$ cat config.mk
export PLATFORM = sky130hd
export DESIGN_NAME = mem_lsu_flat
export DESIGN_NICKNAME = d
export VERILOG_FILES = /design/src/rtl/mem_lsu_if.sv /design/src/rtl/mem_lsu.sv /design/src/flat_wrapper.sv
export SDC_FILE = /design/constraint.sdc
export NUM_CORES = 1
export LEC_CHECK = 0
export ABC_AREA = 1
export CAP_MARGIN = 10
export CELL_PAD_IN_SITES_DETAIL_PLACEMENT = 1
export CELL_PAD_IN_SITES_GLOBAL_PLACEMENT = 1
export CORE_ASPECT_RATIO = 1.75
export CORE_MARGIN = 4
export CORE_UTILIZATION = 27
export CTS_CLUSTER_DIAMETER = 60
export DETAILED_ROUTE_END_ITERATION = 8
export PLACE_DENSITY_LB_ADDON = 0.1
export SYNTH_ARGS = -nofsm -noshare
export SYNTH_HDL_FRONTEND = slang
export SYNTH_SLANG_ARGS = --single-unit
$ cat constraint.sdc
create_clock -name clk -period 2.2 [get_ports clk]
set_clock_uncertainty 0.15 [all_clocks]
set_input_delay 0.55 -clock clk [delete_from_list [all_inputs] [get_ports clk]]
set_output_delay 0.55 -clock clk [all_outputs]
set_load 0.02 [all_outputs]
$ cat src/rtl/mem_lsu_if.sv
// Data-SRAM request/response channel between the LSU and memory.
// The master drives the request; the slave answers with addr_ok/data_ok.
interface mem_lsu_if;
  logic        data_req_o;
  logic        data_wr_o;
  logic [3:0]  data_wstrb_o;
  logic [31:0] data_addr_o;
  logic [31:0] data_wdata_o;
  logic        data_addr_ok_i;
  logic        data_data_ok_i;
  logic [31:0] data_rdata_i;

  modport master (
    output data_req_o, data_wr_o, data_wstrb_o,
    output data_addr_o, data_wdata_o,
    input  data_addr_ok_i, data_data_ok_i, data_rdata_i
  );

  modport slave (
    input  data_req_o, data_wr_o, data_wstrb_o,
    input  data_addr_o, data_wdata_o,
    output data_addr_ok_i, data_data_ok_i, data_rdata_i
  );
endinterface

$ cat src/rtl/mem_lsu.sv
// MEM-stage load/store unit: IDLE -> REQ -> WAIT handshake to data SRAM.
// Optional LSU_ALIGN_CHECK_EN raises ALE (6'h09) on misaligned H/W access.
module mem_lsu (
  input  logic        clk,
  input  logic        rst,
  input  logic        valid_i,
  input  logic [7:0]  aluop_i,
  input  logic [31:0] mem_addr_i,
  input  logic [31:0] reg2_i,
  input  logic [4:0]  wd_i,
  input  logic        wreg_i,
  input  logic [31:0] wdata_i,
  mem_lsu_if.master   bus,
  output logic        valid_o,
  output logic [4:0]  wd_o,
  output logic        wreg_o,
  output logic [31:0] wdata_o,
  output logic        stallreq_o,
  output logic        excp_o,
  output logic [5:0]  excp_num_o
);

  localparam logic [7:0] EXE_LD_B_OP  = 8'h20;
  localparam logic [7:0] EXE_LD_H_OP  = 8'h21;
  localparam logic [7:0] EXE_LD_W_OP  = 8'h22;
  localparam logic [7:0] EXE_LD_BU_OP = 8'h23;
  localparam logic [7:0] EXE_LD_HU_OP = 8'h24;
  localparam logic [7:0] EXE_ST_B_OP  = 8'h28;
  localparam logic [7:0] EXE_ST_H_OP  = 8'h29;
  localparam logic [7:0] EXE_ST_W_OP  = 8'h2A;
  localparam logic [5:0] EXC_ALE      = 6'h09;

  typedef enum logic [1:0] {IDLE, REQ, WAIT} state_t;

  state_t      state, state_nxt;
  logic        is_ld, is_st, is_mem, is_h, is_w;
  logic        misalign, accept, done;
  logic [7:0]  op_q;
  logic [1:0]  off_q;
  logic [4:0]  wd_q;
  logic        wreg_q;
  logic [3:0]  st_strb;
  logic [31:0] st_wdata;
  logic [7:0]  ld_b;
  logic [15:0] ld_h;
  logic [31:0] ld_data;

  // Classify the incoming operation by kind and access size.
  always_comb begin
    is_ld = 1'b0;
    is_st = 1'b0;
    is_h  = 1'b0;
    is_w  = 1'b0;
    case (aluop_i)
      EXE_LD_B_OP, EXE_LD_BU_OP: is_ld = 1'b1;
      EXE_LD_H_OP, EXE_LD_HU_OP: begin is_ld = 1'b1; is_h = 1'b1; end
      EXE_LD_W_OP: begin is_ld = 1'b1; is_w = 1'b1; end
      EXE_ST_B_OP: is_st = 1'b1;
      EXE_ST_H_OP: begin is_st = 1'b1; is_h = 1'b1; end
      EXE_ST_W_OP: begin is_st = 1'b1; is_w = 1'b1; end
      default: ;
    endcase
  end

  assign is_mem = is_ld | is_st;

`ifdef LSU_ALIGN_CHECK_EN
  assign misalign = is_mem &&
    ((is_h && mem_addr_i[0]) || (is_w && mem_addr_i[1:0] != 2'b00));
`else
  assign misalign = 1'b0;
`endif

  assign accept = (state == IDLE) && valid_i && is_mem && !misalign;

  // Byte-lane strobe and replicated write data for stores.
  always_comb begin
    st_strb  = 4'b0000;
    st_wdata = 32'h0;
    case (aluop_i)
      EXE_ST_B_OP: begin
        st_strb  = 4'b0001 << mem_addr_i[1:0];
        st_wdata = {4{reg2_i[7:0]}};
      end
      EXE_ST_H_OP: begin
        st_strb  = 4'b0011 << mem_addr_i[1:0];
        st_wdata = {2{reg2_i[15:0]}};
      end
      EXE_ST_W_OP: begin
        st_strb  = 4'b1111;
        st_wdata = reg2_i;
      end
      default: ;
    endcase
  end

  // Select and extend the loaded byte/half from the returned word.
  always_comb begin
    ld_data = 32'h0;
    ld_h    = off_q[1] ? bus.data_rdata_i[31:16] : bus.data_rdata_i[15:0];
    unique case (off_q)
      2'd0: ld_b = bus.data_rdata_i[7:0];
      2'd1: ld_b = bus.data_rdata_i[15:8];
      2'd2: ld_b = bus.data_rdata_i[23:16];
      default: ld_b = bus.data_rdata_i[31:24];
    endcase
    case (op_q)
      EXE_LD_B_OP:  ld_data = {{24{ld_b[7]}}, ld_b};
      EXE_LD_BU_OP: ld_data = {24'h0, ld_b};
      EXE_LD_H_OP:  ld_data = {{16{ld_h[15]}}, ld_h};
      EXE_LD_HU_OP: ld_data = {16'h0, ld_h};
      EXE_LD_W_OP:  ld_data = bus.data_rdata_i;
      default: ;
    endcase
  end

  // State register.
  always_ff @(posedge clk) begin
    if (rst) state <= IDLE;
    else     state <= state_nxt;
  end

  // Next state, completion and stall; stall drops in the completing cycle.
  always_comb begin
    state_nxt  = state;
    stallreq_o = 1'b0;
    done       = 1'b0;
    unique case (state)
      IDLE: begin
        if (accept) begin
          state_nxt  = REQ;
          stallreq_o = 1'b1;
        end
      end
      REQ: begin
        if (bus.data_addr_ok_i && bus.data_data_ok_i) begin
          state_nxt = IDLE;
          done      = 1'b1;
        end else begin
          stallreq_o = 1'b1;
          if (bus.data_addr_ok_i) state_nxt = WAIT;
        end
      end
      WAIT: begin
        if (bus.data_data_ok_i) begin
          state_nxt = IDLE;
          done      = 1'b1;
        end else begin
          stallreq_o = 1'b1;
        end
      end
      default: state_nxt = IDLE;
    endcase
  end

  // Request latching, bus drive and the registered WB-side result.
  always_ff @(posedge clk) begin
    if (rst) begin
      valid_o          <= 1'b0;
      wd_o             <= 5'h0;
      wreg_o           <= 1'b0;
      wdata_o          <= 32'h0;
      excp_o           <= 1'b0;
      excp_num_o       <= 6'h0;
      bus.data_req_o   <= 1'b0;
      bus.data_wr_o    <= 1'b0;
      bus.data_wstrb_o <= 4'h0;
      bus.data_addr_o  <= 32'h0;
      bus.data_wdata_o <= 32'h0;
      op_q             <= 8'h0;
      off_q            <= 2'b00;
      wd_q             <= 5'h0;
      wreg_q           <= 1'b0;
    end else begin
      valid_o    <= 1'b0;
      excp_o     <= 1'b0;
      excp_num_o <= 6'h0;
      if (state == IDLE && valid_i) begin
        if (misalign) begin
          valid_o    <= 1'b1;
          excp_o     <= 1'b1;
          excp_num_o <= EXC_ALE;
          wd_o       <= wd_i;
          wreg_o     <= 1'b0;
          wdata_o    <= mem_addr_i;
        end else if (is_mem) begin
          op_q             <= aluop_i;
          off_q            <= mem_addr_i[1:0];
          wd_q             <= wd_i;
          wreg_q           <= wreg_i & is_ld;
          bus.data_req_o   <= 1'b1;
          bus.data_wr_o    <= is_st;
          bus.data_wstrb_o <= st_strb;
          bus.data_addr_o  <= {mem_addr_i[31:2], 2'b00};
          bus.data_wdata_o <= st_wdata;
        end else begin
          valid_o <= 1'b1;
          wd_o    <= wd_i;
          wreg_o  <= wreg_i;
          wdata_o <= wdata_i;
        end
      end
      if (state == REQ && bus.data_addr_ok_i) bus.data_req_o <= 1'b0;
      if (done) begin
        valid_o <= 1'b1;
        wd_o    <= wd_q;
        wreg_o  <= wreg_q;
        wdata_o <= ld_data;
      end
    end
  end

endmodule

$ cat src/flat_wrapper.sv
// flat-port wrapper written by rule: the top's interface ports become plain ports
module mem_lsu_flat 
  (clk, rst, valid_i, aluop_i, mem_addr_i, reg2_i, wd_i, wreg_i, wdata_i, valid_o, wd_o, wreg_o, wdata_o, stallreq_o, excp_o, excp_num_o, bus_data_req_o, bus_data_wr_o, bus_data_wstrb_o, bus_data_addr_o, bus_data_wdata_o, bus_data_addr_ok_i, bus_data_data_ok_i, bus_data_rdata_i);
  mem_lsu_if bus_i ();
  input  logic clk;
  input  logic rst;
  input  logic valid_i;
  input  logic [7:0] aluop_i;
  input  logic [31:0] mem_addr_i;
  input  logic [31:0] reg2_i;
  input  logic [4:0] wd_i;
  input  logic wreg_i;
  input  logic [31:0] wdata_i;
  output logic valid_o;
  output logic [4:0] wd_o;
  output logic wreg_o;
  output logic [31:0] wdata_o;
  output logic stallreq_o;
  output logic excp_o;
  output logic [5:0] excp_num_o;
  output wire logic [$bits(bus_i.data_req_o)-1:0] bus_data_req_o;
  output wire logic [$bits(bus_i.data_wr_o)-1:0] bus_data_wr_o;
  output wire logic [$bits(bus_i.data_wstrb_o)-1:0] bus_data_wstrb_o;
  output wire logic [$bits(bus_i.data_addr_o)-1:0] bus_data_addr_o;
  output wire logic [$bits(bus_i.data_wdata_o)-1:0] bus_data_wdata_o;
  input wire logic [$bits(bus_i.data_addr_ok_i)-1:0] bus_data_addr_ok_i;
  input wire logic [$bits(bus_i.data_data_ok_i)-1:0] bus_data_data_ok_i;
  input wire logic [$bits(bus_i.data_rdata_i)-1:0] bus_data_rdata_i;
  assign bus_data_req_o = bus_i.data_req_o;
  assign bus_data_wr_o = bus_i.data_wr_o;
  assign bus_data_wstrb_o = bus_i.data_wstrb_o;
  assign bus_data_addr_o = bus_i.data_addr_o;
  assign bus_data_wdata_o = bus_i.data_wdata_o;
  assign bus_i.data_addr_ok_i = bus_data_addr_ok_i;
  assign bus_i.data_data_ok_i = bus_data_data_ok_i;
  assign bus_i.data_rdata_i = bus_data_rdata_i;
  mem_lsu u_core (.clk(clk), .rst(rst), .valid_i(valid_i), .aluop_i(aluop_i), .mem_addr_i(mem_addr_i), .reg2_i(reg2_i), .wd_i(wd_i), .wreg_i(wreg_i), .wdata_i(wdata_i), .bus(bus_i), .valid_o(valid_o), .wd_o(wd_o), .wreg_o(wreg_o), .wdata_o(wdata_o), .stallreq_o(stallreq_o), .excp_o(excp_o), .excp_num_o(excp_num_o));
endmodule
==> metrics.md <==
| Metric | Value |
|---|---|
| Outcome | `finished with violations` |
| Failing checks | `setup timing` |
| Ports | `264` |
| Final Cycle Share | `105%` |
| Vias | `7564` |
| Overall power | `6.56 mW` |
| HPWL Detailed | `20.9 mm` |
| Min Hold Slack | `294 ps` |
| Design Area, Final | `10500 µm²` |
| Cell with the most instances after synthesis | `nand2_1` |
| Post-synthesis cell count | `992` |
| Number of synthesized register bits | `125` |
| CP max-delay cell | `a31o_4` |
| Sequential fraction of design power | `36.9%` |
| CP dominant cell by count | `nand2_4` |
| Hold-fix buffers, CTS | `0` |
| Die span in x | `126 µm` |
| Synth cell types | `34` |
| Die Y | `215 µm` |
| Synth Flop Type | `dfxtp_1` |
| Setup_tns | `-114 ps` |
| Crit path max fanout | `4` |
| Register area share after synthesis | `37.8%` |
| Crit path depth | `10` |
| Gr usage total | `19.9%` |
| Reg-to-reg slack, setup | `300 ps` |
| Async S/R FF share, synth | `0%` |
| Initial antenna violation count | `2` |
| Leak Pwr | `4.31 nW` |
| EDFF count, synth | `0` |
| Clk pwr share | `44.4%` |
| Worst Reg2Reg Path Length in Cells | `9` |
| RSZ-0062 raised after global routing | `yes` |
| Pre-CTS setup slack | `-682 ps` |
| Post-layout nets | `1434` |
| Max Slew Vio Count | `0` |
| CP Capture Type | `output pin` |
| Routability congestion estimate from global placement | `0.872` |
| Placed Area | `9830 µm²` |
| Syn_area_per_cell | `6.67 µm²` |
| Net load switching power | `1.75 mW` |
| PwrDens | `622 nW/µm²` |
| Hold crit path type | `reg2reg` |
| Post-route insts no fill | `1603` |
| Synth top area share | `37.8%` |
| Worst r2r src | `u_core.state[1]$_SDFFE_PP0P_` |
| Crit path time final | `2310 ps` |
| Final Util | `43.9%` |
| Crit path cell chain | `buf_8 -> inv_12 -> nand2_4 -> nor2_4 -> nand3_4 -> nand2_4 -> nand2_4 -> a31o_4 -> inv_4 -> buf_6` |
| Crit path launch type | `input port` |
| Initial Util | `27.5%` |
| Total routed wirelength | `27.1 mm` |
| Worst path required time | `1500 ps` |
| CP peak stage delay | `230 ps` |
| WHS Endpoint | `u_core.wd_q[2]$_SDFFE_PP0P_` |
| CTS Sinks | `125` |
| DRC Markers | `0` |
| Critical path class | `in2out` |
| Clk Latency, worst-skew pair | `410 ps` |
| WL per Instance | `16.9 µm` |
| Clock transition at the registers of the reported paths | `50 ps` |
| Vias in the first global route | `8072` |
| Die area | `27200 µm²` |
| Num CTS Buffers | `17` |
| Clock Tree Buf Depth | `2` |
| # setup viols final | `1` |
| Grt total ovfl | `0` |
| Layout area overhead | `59.3%` |
| Top post-synthesis cells by area | `dfxtp_1, nand2_1, nand3_1` |
| # rows | `75` |
| CTS tree | `built` |
| Antenna cell count | `0` |
| Peak supply drop | `0.000398 V` |
| Hold path startpoint | `u_core.wd_q[2]$_SDFFE_PP0P_` |
| First-pass GRT wire length | `42.5 mm` |
| Synth top cells by count | `nand2_1, dfxtp_1, nand3_1, a21oi_1, nor2_1` |
| Placeable Area | `24000 µm²` |
| FMAX | `0.432 GHz` |
| PortBufs | `254` |
| Hold depth | `2` |
| Share of cells above drive strength 1 | `13.1%` |
| Pin count of the biggest net entering global routing | `63` |
| Buffers plus inverters on the worst setup path | `4` |
| Crit Reg-Reg Endpoint | `u_core.wdata_o[14]$_SDFFE_PP0P_` |
| Crit-path leading delay family | `simple AND/OR/NAND/NOR gates` |
| Switching Share | `26.6%` |
| First-pass DRT Iterations | `4` |
| Post-route antenna net violation count | `0` |
| Combinational power share | `18.8%` |
| Via density | `4.72` |
| Fillcell total | `3033` |
| Fin worst setup slack | `-114 ps` |
| Fin. Hold Viols | `0` |
| Synth warn | `0` |
| Cell accounting for the most synthesized area | `dfxtp_1` |
| Placed cell count | `1563` |
| Internal | `4.81 mW` |
| Initial drt markers | `252` |
| WP data arrival | `1610 ps` |
| H-tree levels | `4` |
| Synthesized area | `6610 µm²` |
| Root buffer cell | `clkbuf_16` |
| Max-cap violations | `0` |
==> worst reg2reg max path: stages, from the launching register on <==
cell     delay (ps)
dfxtp_2         340
inv_2            80
ha_1            190
nand2_1          90
nand2_1         110
nand3_4         150
a21oi_2         240
buf_4           240
nand2_1         120
a21oi_1         140
==> metal layers <==
| layer | GRT usage [%] | share of wire (%) |
|---|---|---|
| met5 | 0 | 0.10 |
| met4 | 8.88 | 3.9 |
| met3 | 5.27 | 5.6 |
| met2 | 38.7 | 55 |
| met1 | 19.0 | 35 |
==> worst max path at each step <==
stage | startpoint | endpoint | slack (ps)
3_5_place_dp | aluop_i[6] | stallreq_o | -680
4_1_cts | aluop_i[4] | stallreq_o | -130
3_3_place_gp | aluop_i[6] | stallreq_o | -660
6_report | aluop_i[6] | stallreq_o | -110
2_1_floorplan | aluop_i[6] | stallreq_o | -70
5_1_grt | aluop_i[6] | stallreq_o | -160
==> timing repair <==
action / 4_1_cts / 5_1_grt
buffers inserted: 6 / 3
gates resized for setup: 38 / 12
endpoints found under the setup margin: 9 / 1
pin swaps: 7 / 7
==> state kept, by name, summed over array words and instances (netlist names) <==
register,count
u_core.bus.data_wr_o,1
u_core.op_q,8
u_core.bus.data_addr_o,30
u_core.valid_o,1
u_core.bus.data_wstrb_o,4
u_core.bus.data_wdata_o,32
u_core.wreg_q,1
u_core.state,2
u_core.wd_o,5
u_core.bus.data_req_o,1
u_core.wd_q,5
u_core.wdata_o,32
u_core.wreg_o,1
u_core.off_q,2
==> logic make-up (layout without fill, tap and decap cells) <==
kind of cell               count (synthesis)  in the layout  share of synthesized area, %
and+or+nand+nor                          549            549                          37.2
AOI/OAI and AO/OA                        177            177                          13.6
buffers and inverters                    136            431                          10.6
DFF                                      125            125                          37.8
adders and majority gates                  4              4                         0.757
other                                      1              9                        0.0567
==> final cells by class <==
class / instances / area [µm²] / area share (%)
inverter: 68 / 278 / 2.64
timing repair buffer: 332 / 3280 / 31.2
sequential: 125 / 2510 / 23.8
multi-input combinational: 739 / 3480 / 33.1
clock buffer: 21 / 460 / 4.37
clock inverter: 10 / 139 / 1.32
tap: 308 / 385 / 3.66
==> power by group through the flow <==
stage / combinational, mW / clock [mW] / sequential [mW]
2_1_floorplan: 0.444 / 0 / 2.57
3_3_place_gp: 1.21 / 0 / 2.47
3_5_place_dp: 1.22 / 0 / 2.47
4_1_cts: 1.25 / 3.00 / 2.42
5_1_grt: 1.33 / 3.10 / 2.43
6_report: 1.23 / 2.91 / 2.42
==> cell usage in the layout (no fill, tap or decap), types with 4 or more instances in the layout <==
| master | instances |
|---|---|
| a21oi_1 | 104 |
| nand2_2 | 4 |
| nand3_4 | 4 |
| nor2_1 | 67 |
| o21ai_0 | 66 |
| nor2_2 | 4 |
| nand2_4 | 7 |
| nor3_1 | 4 |
| inv_1 | 54 |
| nand4_1 | 8 |
| or2_2 | 7 |
| inv_2 | 9 |
| nand3_1 | 120 |
| clkdlybuf4s50_1 | 243 |
| dfxtp_1 | 123 |
| nand2_1 | 315 |
| buf_12 | 12 |
| buf_4 | 65 |
| conb_1 | 9 |
| buf_6 | 4 |
| clkbuf_16 | 17 |
(Power assumes the default switching activity.)
